**src/rtl/rr_priority_arbiter.sv**
```systemverilog
// rr_priority_arbiter
//   Arbitrates one shared resource among 8 requesters. Two runtime modes:
//   fixed priority (bit 7 highest) or round-robin (rotating pointer,
//   descending search with wrap). The owner keeps the grant while it
//   requests. Its tenure is capped at MAX_HOLD cycles when others are waiting.
//
// Ports
//   clk       rising-edge clock
//   rst_n     asynchronous active-low reset
//   mode_rr   0 = fixed priority, 1 = round-robin
//   req[7:0]  level-sensitive requests
//   gnt[7:0]  one-hot grant (registered)
//   gnt_id    index of granted requester, 0 when idle (registered)
//   gnt_valid high whenever gnt is nonzero (registered)
//   timeout   one-cycle pulse alongside a grant that revoked the previous
//             owner on hold timeout (registered)
module rr_priority_arbiter #(
  parameter int unsigned MAX_HOLD = 16
) (
  input  logic       clk,
  input  logic       rst_n,
  input  logic       mode_rr,
  input  logic [7:0] req,
  output logic [7:0] gnt,
  output logic [2:0] gnt_id,
  output logic       gnt_valid,
  output logic       timeout
);

  localparam logic [7:0] HOLD_MAX = 8'(MAX_HOLD);

  typedef enum logic {IDLE, GRANT} state_t;

  state_t     state, state_nxt;
  logic [2:0] ptr, ptr_nxt;
  logic [7:0] count, count_nxt;
  logic [7:0] gnt_nxt;
  logic [2:0] gnt_id_nxt;
  logic       gnt_valid_nxt;
  logic       timeout_nxt;

  logic [2:0] start;
  logic [7:0] others;
  logic [3:0] hit_all;
  logic [3:0] hit_oth;
  logic       load;
  logic [2:0] win;

  // Descending search from 'start' with wrap: start, start-1, ..., start+1.
  // Walk from the farthest candidate to the nearest so the nearest set bit
  // overwrites and wins. Result is {found, index}.
  function automatic logic [3:0] search(input logic [7:0] cand,
                                        input logic [2:0] first);
    logic [3:0] res;
    logic [2:0] idx;
    res = '0;
    for (int i = 7; i >= 0; i--) begin
      idx = first - 3'(i);
      if (cand[idx]) res = {1'b1, idx};
    end
    return res;
  endfunction

  // The pointer is maintained in both modes; only the search start depends
  // on the mode, so switching modes never disturbs the current owner.
  assign start   = mode_rr ? ptr : 3'd7;
  assign others  = req & ~(8'b1 << gnt_id);
  assign hit_all = search(req, start);
  assign hit_oth = search(others, start);

  always_comb begin
    state_nxt     = state;
    ptr_nxt       = ptr;
    count_nxt     = count;
    gnt_nxt       = gnt;
    gnt_id_nxt    = gnt_id;
    gnt_valid_nxt = gnt_valid;
    timeout_nxt   = 1'b0;
    load          = 1'b0;
    win           = 3'd0;

    case (state)
      IDLE: begin
        if (hit_all[3]) begin
          load = 1'b1;
          win  = hit_all[2:0];
        end
      end
      GRANT: begin
        if (req[gnt_id] && ((count < HOLD_MAX) || (others == 8'd0))) begin
          // Owner keeps the grant; count saturates at MAX_HOLD.
          if (count < HOLD_MAX) count_nxt = count + 8'd1;
        end else if (!req[gnt_id]) begin
          // Owner released: hand over in the same cycle, no bubble.
          if (hit_all[3]) begin
            load = 1'b1;
            win  = hit_all[2:0];
          end else begin
            state_nxt     = IDLE;
            gnt_nxt       = 8'd0;
            gnt_id_nxt    = 3'd0;
            gnt_valid_nxt = 1'b0;
            count_nxt     = 8'd0;
          end
        end else begin
          // Tenure exhausted with others waiting: the owner is excluded
          // from this search, so 'others' is nonzero and a winner exists.
          load        = 1'b1;
          win         = hit_oth[2:0];
          timeout_nxt = 1'b1;
        end
      end
      default: state_nxt = IDLE;
    endcase

    if (load) begin
      state_nxt     = GRANT;
      gnt_nxt       = 8'b1 << win;
      gnt_id_nxt    = win;
      gnt_valid_nxt = 1'b1;
      count_nxt     = 8'd1;
      ptr_nxt       = win - 3'd1;
    end
  end

  always_ff @(posedge clk or negedge rst_n) begin
    if (!rst_n) begin
      state     <= IDLE;
      ptr       <= 3'd7;
      count     <= 8'd0;
      gnt       <= 8'd0;
      gnt_id    <= 3'd0;
      gnt_valid <= 1'b0;
      timeout   <= 1'b0;
    end else begin
      state     <= state_nxt;
      ptr       <= ptr_nxt;
      count     <= count_nxt;
      gnt       <= gnt_nxt;
      gnt_id    <= gnt_id_nxt;
      gnt_valid <= gnt_valid_nxt;
      timeout   <= timeout_nxt;
    end
  end

endmodule

```
**config.mk**
```make
export PLATFORM = sky130hd
export DESIGN_NAME = rr_priority_arbiter
export DESIGN_NICKNAME = d
export VERILOG_FILES = /design/src/rtl/rr_priority_arbiter.sv
export SDC_FILE = /design/constraint.sdc
export NUM_CORES = 1
export LEC_CHECK = 0
export CORE_MARGIN = 1
export CORE_UTILIZATION = 65
export DETAILED_ROUTE_END_ITERATION = 10
export PLACE_DENSITY = 0.87
export SLEW_MARGIN = 20
export SYNTH_ARGS = -nofsm -noshare
export SYNTH_HDL_FRONTEND = slang
export SYNTH_SLANG_ARGS = --single-unit
```
**constraint.sdc**
```tcl
create_clock -name clk -period 9.4 [get_ports clk]
set_clock_uncertainty 0.1 [all_clocks]
set_input_delay 0.94 -clock clk [delete_from_list [all_inputs] [get_ports clk]]
set_output_delay 0.94 -clock clk [all_outputs]
set_load 0.02 [all_outputs]
```
Word-level counts from Yosys, hierarchy flattened
Index checks and enable logic that the tools add are counted.
{ "classes": {"addsub": 9, "order_cmp": 10, "eq_ne": 6, "shift": 2, "n_mux": 84, "bitwise": 3, "reduce_logical": 6} }
{ "ops": {"columns": ["cell", "n"], "rows": [
  ["$mux 8", 9],
  ["$bmux 1 s3", 17],
  ["$mux 3", 17],
  ["$lt 3x4->1 const B", 9],
  ["$mux 4", 8],
  ["$mux 1", 31],
  ["$shl 1x3->8 const A", 2],
  ["$sub 3x3->3 const B", 4],
  ["$add 8x1->8 const B", 1],
  ["$and 8x8->8", 1],
  ["$logic_not 8->1", 1],
  ["$lt 8x5->1 const B", 1],
  ["$not 8->8", 1],
  ["$reduce_and 4->1", 2],
  ["$ne 3x3->1 const B", 2],
  ["$pmux 3 s2", 1],
  ["$sub 3x1->3 const B", 2],
  ["$sub 3x2->3 const B", 2],
  ["$ne 2x2->1 const B", 2],
  ["$ne 3x1->1 const B", 1],
  ["$ne 2x1->1 const B", 1],
  ["$pmux 1 s2", 1],
  ["$reduce_bool 2->1", 1],
  ["$logic_and 1x1->1", 1],
  ["2 further kinds", 2]
]} }
{ "word_totals": {"register_bits": 25, "inputBits": 11, "output_inout_bits": 13, "elab_cells": 127} }

Longest topological paths before layout
Gate-level depths: netlist (run 1).
{ "logic_depth": {"ltp_word": 18, "depth_mapped": 18, "depth_no_buf": 14} }

Worst setup path after synthesis (run 1)
OpenSTA, ideal clock, no wires.
{ "synth_timing": {"path_kind": "input -> register", "start": "in mode_rr", "end": "reg count[3]", "setup_ns": 0.066, "arrival_ns": 4.096, "t_required_ns": 9.234, "path_slack_ns": 5.138, "path_stages": 15, "cell_sequence": "nor2b_4 buf_2 buf_2 buf_2 ha_1 buf_1 inv_1 mux4_2 mux2i_1 and4bb_1 nand3_2 or2_4 a21o_1 or4_1 nand2_1"} }
{ "synth_via": {"elab_chain_cells": 18, "elab_cells_between_ends": 42, "classes_between": "add/sub (7); eq/ne (3); mux (30); reduce/logical (2)"} }
{ "synth_lines": {"columns": ["element", "line_no", "rtl"], "rows": [
  ["start: declaration", "22", "input logic mode_rr,"],
  ["$mux 3 *", "66", "assign start = mode_rr ? ptr : 3'd7;"],
  ["$sub 3x3->3", "58", "idx = first - 3'(i);"],
  ["$bmux 1 s3", "59", "if (cand[idx]) res = {1'b1, idx};"],
  ["$mux 1 (implied by the code)", "59", null],
  ["$mux 4 (7 in a row)", "59", null],
  ["$mux 4 *", "59", null],
  ["$mux 1", "84, 95", null],
  ["$mux 1", "93", "end else if (!req[gnt_id]) begin"],
  ["$mux 1", "90", "if (req[gnt_id] && ((count < HOLD_MAX) || (others == 8'd0))) begin"],
  ["$pmux 1 s2", "82", "case (state)"],
  ["$ne 3x3->1 (no line) (tied with other cells)", null, null],
  ["$reduce_and 4->1 (no line)", null, null],
  ["end signal: assignment", "138", "count <= count_nxt;"],
  ["end: declaration", "36", "logic [7:0] count, count_nxt;"]
]} }
Mark *: on every way between the ends. The rest lies on a longest branch, timed or not. The select of a mux whose other input is x is not followed.
A chain may end at the register's enable or synchronous reset.

Final worst setup path (run 1)
{ "layout_timing": {"start": "in mode_rr", "end": "reg ptr[2]"} }
{ "layout_via": {"elab_chain_cells": 17, "elab_cells_between_ends": 65, "classes_between": "add/sub (8); mux (57)"} }
{ "layout_lines": {"columns": ["element", "line_no", "rtl"], "rows": [
  ["$mux 3 *", "66", null],
  ["$sub 3x3->3", "58", null],
  ["$bmux 1 s3", "59", null],
  ["$mux 1 (implied by the code)", "59", null],
  ["$mux 4 (8 in a row)", "59", null],
  ["$mux 3", "84, 95", null],
  ["$mux 3", "93", null],
  ["$mux 3", "90", null],
  ["$pmux 3 s2", "82", null],
  ["$sub 3x1->3", "122", "ptr_nxt = win - 3'd1;"],
  ["end signal: assignment", "137", "ptr <= ptr_nxt;"],
  ["end: declaration", "35", "logic [2:0] ptr, ptr_nxt;"]
]} }
Marked as above.

==> results.toml, run 1 <==
[placed_design]
dpl_cell_area_mm2 = 0.00354
gp_routability_congestion = 1.04
detailedPlace.worstSlack_ps = 3610
port_buffers = 23
post-dp-hpwl_um = 7330

[drt]
routed_wl_um = 10200
detail_route.first_pass.iterations = 5
drtAntennaViolNets = 0
detailed_route_via_count = 3497
initialDrtViolationCount = 426
routed_via_density = 7.33
drc = 0
routed_wire_length_per_instance_um = 21.4

[synth]
synth.top_cells.by_area = "sky130_fd_sc_hd__dfrtp_1 (16%), sky130_fd_sc_hd__mux2i_1 (11%), sky130_fd_sc_hd__nand2_1 (5.0%)"
netlist.top_cell.by_area = "sky130_fd_sc_hd__dfrtp_1"
synth_commonest_cells = "sky130_fd_sc_hd__nand2_1 (45), sky130_fd_sc_hd__mux2i_1 (37), sky130_fd_sc_hd__nor2_1 (30), sky130_fd_sc_hd__o21ai_0 (24), sky130_fd_sc_hd__dfrtp_1 (22)"
synth.avg_cell_area_um2 = 8.15
yosysTopAreaCellShare_pct = 16.2
synthesis.yosys.warnings = 0
postSynth.asyncResetShare_pct = 100
synth_cell_types = 82
synth-edff-count = 0
synthesis.instances = 416
synth_ff_type = "sky130_fd_sc_hd__dfrtp_1"
synth.net_count = 432
most_common_cell_in_the_netlist = "sky130_fd_sc_hd__nand2_1"
ys_ff_latch = 25
mappedNetlistArea_mm2 = 0.00339
ys_seq_area_share_pct = 18.6

[finish]
nNetsFinal = 427
insertedDiodeCount = 0
drive_above_1_share_pct = 10.2
design_area_mm2 = 0.00358
area_growth_from_synthesis_to_layout_pct = 5.57

[worst_setup_path]
critical_path_class = "input port to flop"
critical_path_required_ps = 9490
critical_path.startpoint_type = "input port"
worst-endpoint-arrival_ps = 5770
cp_max_fo = 29
r2r.worst_path.cells = 13
critical_path.endpoint_type = "flop"

[floorplanning]
rows = 25
core_region_area_mm2 = 0.00488
die_width_um = 74.2
io_pins = 24
floorplan.die_area_mm2 = 0.00551
die_h_um = 74.2
floorplan.initialDensity_pct = 69.5

[clocking]
tritoncts_num_sinks = 25
clock_tree_from_tritoncts = "built"
ctsLongestPathBuffers = 2
worstSkewPairLatency_ps = 270
ctsHtreeMaxLevel = 1
cts_repair_resize_count = 0
cts_buffers = 3
hold_fix_buffers_cts = 0
path_clk_slew_ps = 90
cts_root_buf = "sky130_fd_sc_hd__clkbuf_8"
cts_setup_buffers = 0

[worst_hold_path]
worstHoldPathType = "flop to flop"
holdPathStages = 2

[sta]
finalSetupViolations = 0
timing.max_slew.rel_slack_pct = 42.8
timing.final.crit_share_pct = 60.4
worst_slack_ps = 3720
setup_repair_after_global_routing_missed_its_margin = "no"
tightestPinTransition_ps = 857
final-max-slew-violation-count = 0
final-hold-violation-count = 0
period_needed_ps = 5680
max_clock_freq_mhz = 176
totalNegativeSetupSlack_ps = 0

[grt]
initial_antenna_violation_count = 0
globalRouteOverflowTotal = 0
grt_pass1_wl_um = 15800
first_global_vias = 3116
largest_net_degree_at_the_start_of_global_routing = 30
grt_usage_pct = 37.6

[status]
result_of_the_run = "completed"

[job]
cap_violations = 0

[power]
ir_worst_vdd_uv = 212
pwr_density_mw_per_mm2 = 354
static_leakage_nw = 1.41
report_power, final:
group | internal, mW | total [mW] | switching, mW
logic | 0.384 | 0.970 | 0.586
registers | 0.148 | 0.233 | 0.0850
clock network | 0.0303 | 0.0645 | 0.0342
total | 0.563 | 1.27 | 0.705
metrics by stage:
stage               hold slack [ps]  total power [mW]  cells  util (%)
finish                          414              1.27    477      73.4
global route                    437              1.35    477      73.4
CTS                             412              1.24    477      73.5
detailed placement              393              1.16    473      72.6
global placement                377              1.15    473      72.6
floorplan                       363             0.947    416         -
cells by family after synthesis:
kind of cell	count (synthesis)	share of synthesized area (%)
simple gates	147	23.7
xor+xnor	10	3.80
fa+ha+maj	5	1.84
compound gates	134	29.2
flops	25	18.6
mux	48	16.2
buf+inv	47	6.68
worst max-delay path, cell delays in order:
cell and delay [ps]:
sky130_fd_sc_hd__clkdlybuf4s50_1 850, sky130_fd_sc_hd__nor2b_4 810, sky130_fd_sc_hd__inv_2 380, sky130_fd_sc_hd__ha_1 380, sky130_fd_sc_hd__inv_1 120, sky130_fd_sc_hd__xnor2_1 320
sky130_fd_sc_hd__mux2i_1 350, sky130_fd_sc_hd__and4bb_1 250, sky130_fd_sc_hd__nand3_2 90, sky130_fd_sc_hd__a21oi_1 140, sky130_fd_sc_hd__a211oi_1 90, sky130_fd_sc_hd__nand3b_1 390
sky130_fd_sc_hd__or3_1 430, sky130_fd_sc_hd__a21oi_1 210
state kept, by name (all words and copies together) (netlist names):
register,count
count,8
gnt_id,3
gnt,8
ptr,3
state,1
gnt_valid,1
timeout,1
layout by cell type, fill, tap and decap left out, types with 3 or more instances in the layout:
master,synthesis,routed
sky130_fd_sc_hd__clkbuf_8,0,3
sky130_fd_sc_hd__or3_1,3,3
sky130_fd_sc_hd__nor2_1,30,30
sky130_fd_sc_hd__a221oi_1,3,3
sky130_fd_sc_hd__mux2_2,6,6
sky130_fd_sc_hd__clkdlybuf4s50_1,0,22
sky130_fd_sc_hd__ha_1,5,5
sky130_fd_sc_hd__mux4_2,5,5
sky130_fd_sc_hd__nor2b_1,9,9
sky130_fd_sc_hd__xnor2_1,5,5
sky130_fd_sc_hd__dfrtp_1,22,22
sky130_fd_sc_hd__inv_1,11,11
sky130_fd_sc_hd__mux2i_1,37,37
sky130_fd_sc_hd__nand2b_1,9,9
sky130_fd_sc_hd__and3_1,4,4
sky130_fd_sc_hd__a311oi_1,3,3
sky130_fd_sc_hd__nor3_1,6,6
sky130_fd_sc_hd__nand2_1,45,45
sky130_fd_sc_hd__nor3b_1,4,4
sky130_fd_sc_hd__a22oi_1,6,6
sky130_fd_sc_hd__nand3b_1,3,3
sky130_fd_sc_hd__nand3_1,6,6
sky130_fd_sc_hd__dfstp_2,3,3
sky130_fd_sc_hd__a22o_1,8,8
sky130_fd_sc_hd__a32oi_1,5,5
sky130_fd_sc_hd__and2_1,3,3
sky130_fd_sc_hd__o21ai_0,24,24
sky130_fd_sc_hd__o211ai_1,7,7
sky130_fd_sc_hd__nor4bb_1,3,3
sky130_fd_sc_hd__a211oi_1,12,12
sky130_fd_sc_hd__o31ai_1,6,6
sky130_fd_sc_hd__nand4_1,3,3
sky130_fd_sc_hd__a31oi_1,10,10
sky130_fd_sc_hd__xnor2_2,3,3
sky130_fd_sc_hd__and4b_1,3,3
sky130_fd_sc_hd__a21oi_1,17,17
sky130_fd_sc_hd__o221ai_1,3,3
sky130_fd_sc_hd__o31a_1,3,3
cell type report:
cell class / count / area [µm²]
Multi-Input combinational cell: 344 / 2540
Fill cell: 409 / 1300
Inverter: 13 / 53.8
Sequential cell: 25 / 629
Clock buffer: 4 / 45.0
Timing Repair Buffer: 24 / 233
Tap cell: 67 / 83.8
routing by layer:
metal	wire, µm	GRT usage, %
met3	1240	7.18
met4	365	12.4
met2	4490	60.0
met5	0	0
met1	4090	51.3
final timing paths:
path,startpoint,to,slack [ps]
max,mode_rr,ptr[2],3720
min,gnt[5],gnt[5],410
max reg2reg,ptr[1],ptr[2],4510
min reg2reg,gnt[5],gnt[5],410
max in group asynchronous,rst_n,ptr[1],8270
min in group asynchronous,rst_n,gnt[6],550
Power figures use the tool's default switching activity.
==> inputs of run 2 (changes only) <==
--- a/config.mk
+++ b/config.mk
@@ -6,9 +6,9 @@
 export NUM_CORES = 1
 export LEC_CHECK = 0
 export CORE_MARGIN = 1
-export CORE_UTILIZATION = 65
+export CORE_UTILIZATION = 55
 export DETAILED_ROUTE_END_ITERATION = 10
-export PLACE_DENSITY = 0.87
+export PLACE_DENSITY = 0.78
 export SLEW_MARGIN = 20
 export SYNTH_ARGS = -nofsm -noshare
 export SYNTH_HDL_FRONTEND = slang
==> constraint.sdc (replaced) <==
create_clock -name clk -period 4.7 [get_ports clk]
set_clock_uncertainty 0.1 [all_clocks]
set_input_delay 0.47 -clock clk [delete_from_list [all_inputs] [get_ports clk]]
set_output_delay 0.47 -clock clk [all_outputs]
set_load 0.02 [all_outputs]
==> run 2 against run 1 <==
Effect of this change: setup slack got worse by 3100 ps; register-to-register slack got worse by 3900 ps; flip-flop and latch count unchanged; critical path depth unchanged; clock power increased by 88%; routed wire length increased by 2.7%; cell area increased by 3.8%; sequential share of layout area decreased by 0.65 points; combinational power increased by 100%; die area increased by 18%; final cell count increased by 5.2%; first-iteration DRC count decreased by 27%; critical path type unchanged; largest power group unchanged; highest routed layer unchanged.
==> results.toml, run 2 (synthesis results as in run 1) <==
[floorplanning]
rows = 28
floorplan.die_area_mm2 = 0.00649
floorplan.initialDensity_pct = 57.3
die_h_um = 80.5
die_width_um = 80.5
core_region_area_mm2 = 0.00592
io_pins = 24

[clocking]
ctsLongestPathBuffers = 2
path_clk_slew_ps = 80
hold_fix_buffers_cts = 0
ctsHtreeMaxLevel = 1
clock_tree_from_tritoncts = "built"
tritoncts_num_sinks = 25
cts_buffers = 3
cts_repair_resize_count = 0
cts_root_buf = "sky130_fd_sc_hd__clkbuf_8"
worstSkewPairLatency_ps = 260
cts_setup_buffers = 0

[drt]
routed_via_density = 7.01
drc = 0
routed_wl_um = 10500
initialDrtViolationCount = 313
drtAntennaViolNets = 0
detailed_route_via_count = 3518
detail_route.first_pass.iterations = 6
routed_wire_length_per_instance_um = 20.9

[worst_setup_path]
worst-endpoint-arrival_ps = 4170
crit_path_top_delay_cell = "sky130_fd_sc_hd__clkdlybuf4s50_1"
critical_path_class = "input port to flop"
crit_path_frequent_cell = "sky130_fd_sc_hd__a21oi_1"
cp_max_fo = 18
timing.critical_path.slowest_cell_delay_ps = 670
critical_path_required_ps = 4740
cp_cell_sequence = "clkdlybuf4s50_1 > nand2b_1 > inv_6 > buf_4 > xnor2_2 > a21oi_1 > a21oi_1 > a21oi_2 > mux2_2 > o31ai_1 > a32o_1 > inv_1 > ha_1 > a22o_1"
critical_path.endpoint_type = "flop"
critical_path.startpoint_type = "input port"

[power]
p_sw_mw = 1.38
clock_power_share_pct = 4.8
netSwitchingFraction_pct = 54.4
pwr_density_mw_per_mm2 = 682
p_comb_share_pct = 77.3
static_leakage_nw = 1.50
power_share_of_the_sequential_group_pct = 17.9
ir_worst_vdd_uv = 448
p_int_mw = 1.16

[placed_design]
port_buffers = 23
dpl.cell_count = 498
gp_routability_congestion = 1.01
post-dp-hpwl_um = 7960

[sta]
timing.max_slew.rel_slack_pct = 46.7
period_needed_ps = 4120
final-max-slew-violation-count = 0
totalNegativeSetupSlack_ps = 0
setup_repair_after_global_routing_missed_its_margin = "no"
tightestPinTransition_ps = 800
final-hold-violation-count = 0
timing.hold.ws_ps = 86.5
max_clock_freq_mhz = 243
timing.final.crit_share_pct = 87.7
finalSetupViolations = 0

[grt]
initial_antenna_violation_count = 0
grt_pass1_wl_um = 16700
first_global_vias = 3361
grt_usage_pct = 33.6
globalRouteOverflowTotal = 0
largest_net_degree_at_the_start_of_global_routing = 26

[finish]
leading_cell_type_in_the_layout_fill_and_taps_excluded = "sky130_fd_sc_hd__nand2_1"
finalNonFillerCells = 502
nNetsFinal = 444
regs_by_ff_count = "count x8, gnt x8"
most-common-layout-cells = "sky130_fd_sc_hd__nand2_1 (45), sky130_fd_sc_hd__mux2i_1 (37), sky130_fd_sc_hd__nor2_1 (30)"
area_growth_from_synthesis_to_layout_pct = 9.63
insertedDiodeCount = 0
drive_above_1_share_pct = 13.8

[status]
result_of_the_run = "completed"

[worst_hold_path]
worstHoldPathType = "input port to asynchronous set/reset pin"

[job]
cap_violations = 0
==> run 2: cell type report <==
class	count	area (µm²)
inverter	13	53.8
tap	75	93.8
multi-input combinational	344	2540
sequential	25	629
clock buffer	4	45.0
timing repair buffer	41	360
fill	533	2200
==> run 2: power by group through the flow <==
stage / clock network [mW] / registers, mW / logic (mW)
floorplan: 0 / 0.385 / 1.51
global placement: 0 / 0.450 / 1.89
global route: 0.132 / 0.470 / 2.13
finish: 0.121 / 0.455 / 1.96
CTS: 0.123 / 0.451 / 1.93
detailed placement: 0 / 0.453 / 1.92
==> run 2: worst paths after layout <==
path                       cells after the start      start  slack [ps]        end
setup / recovery                              14    mode_rr         580     gnt[4]
hold / removal                                 1      rst_n          90   count[4]
setup reg to reg                              12     ptr[1]         630     gnt[4]
hold reg to reg                                2  gnt_valid         400  gnt_valid
max in group asynchronous                      1      rst_n        4040     ptr[2]
min in group clk                               2  gnt_valid         400  gnt_valid
==> run 2: layer usage <==
metal  global-route usage (%)  vias to the layer above  share of wire (%)
li1                         -                     1615                  -
met1                     42.3                     1703                 41
met2                     58.9                      169                 49
met3                     2.84                       31                6.8
met4                     13.0                        0                2.7
met5                        0                        -                  0
==> run 2: critical path: cells and delay by family <==
family | cells | cell delay, ps
AOI/OAI and AO/OA | 6 | 1420
buffers and inverters | 4 | 1200
muxes | 1 | 380
and+or+nand+nor | 1 | 320
adders and majority gates | 1 | 220
xor gates and xnor gates | 1 | 150
==> run 2: stage by stage <==
step	cell area, µm²	total power [mW]	setup WS, ps	util (%)
2_1_floorplan	3390	1.89	838	-
3_3_place_gp	3680	2.34	457	62.1
3_5_place_dp	3680	2.37	367	62.1
4_1_cts	3720	2.50	650	62.9
5_1_grt	3720	2.73	358	62.8
6_report	3720	2.54	579	62.8
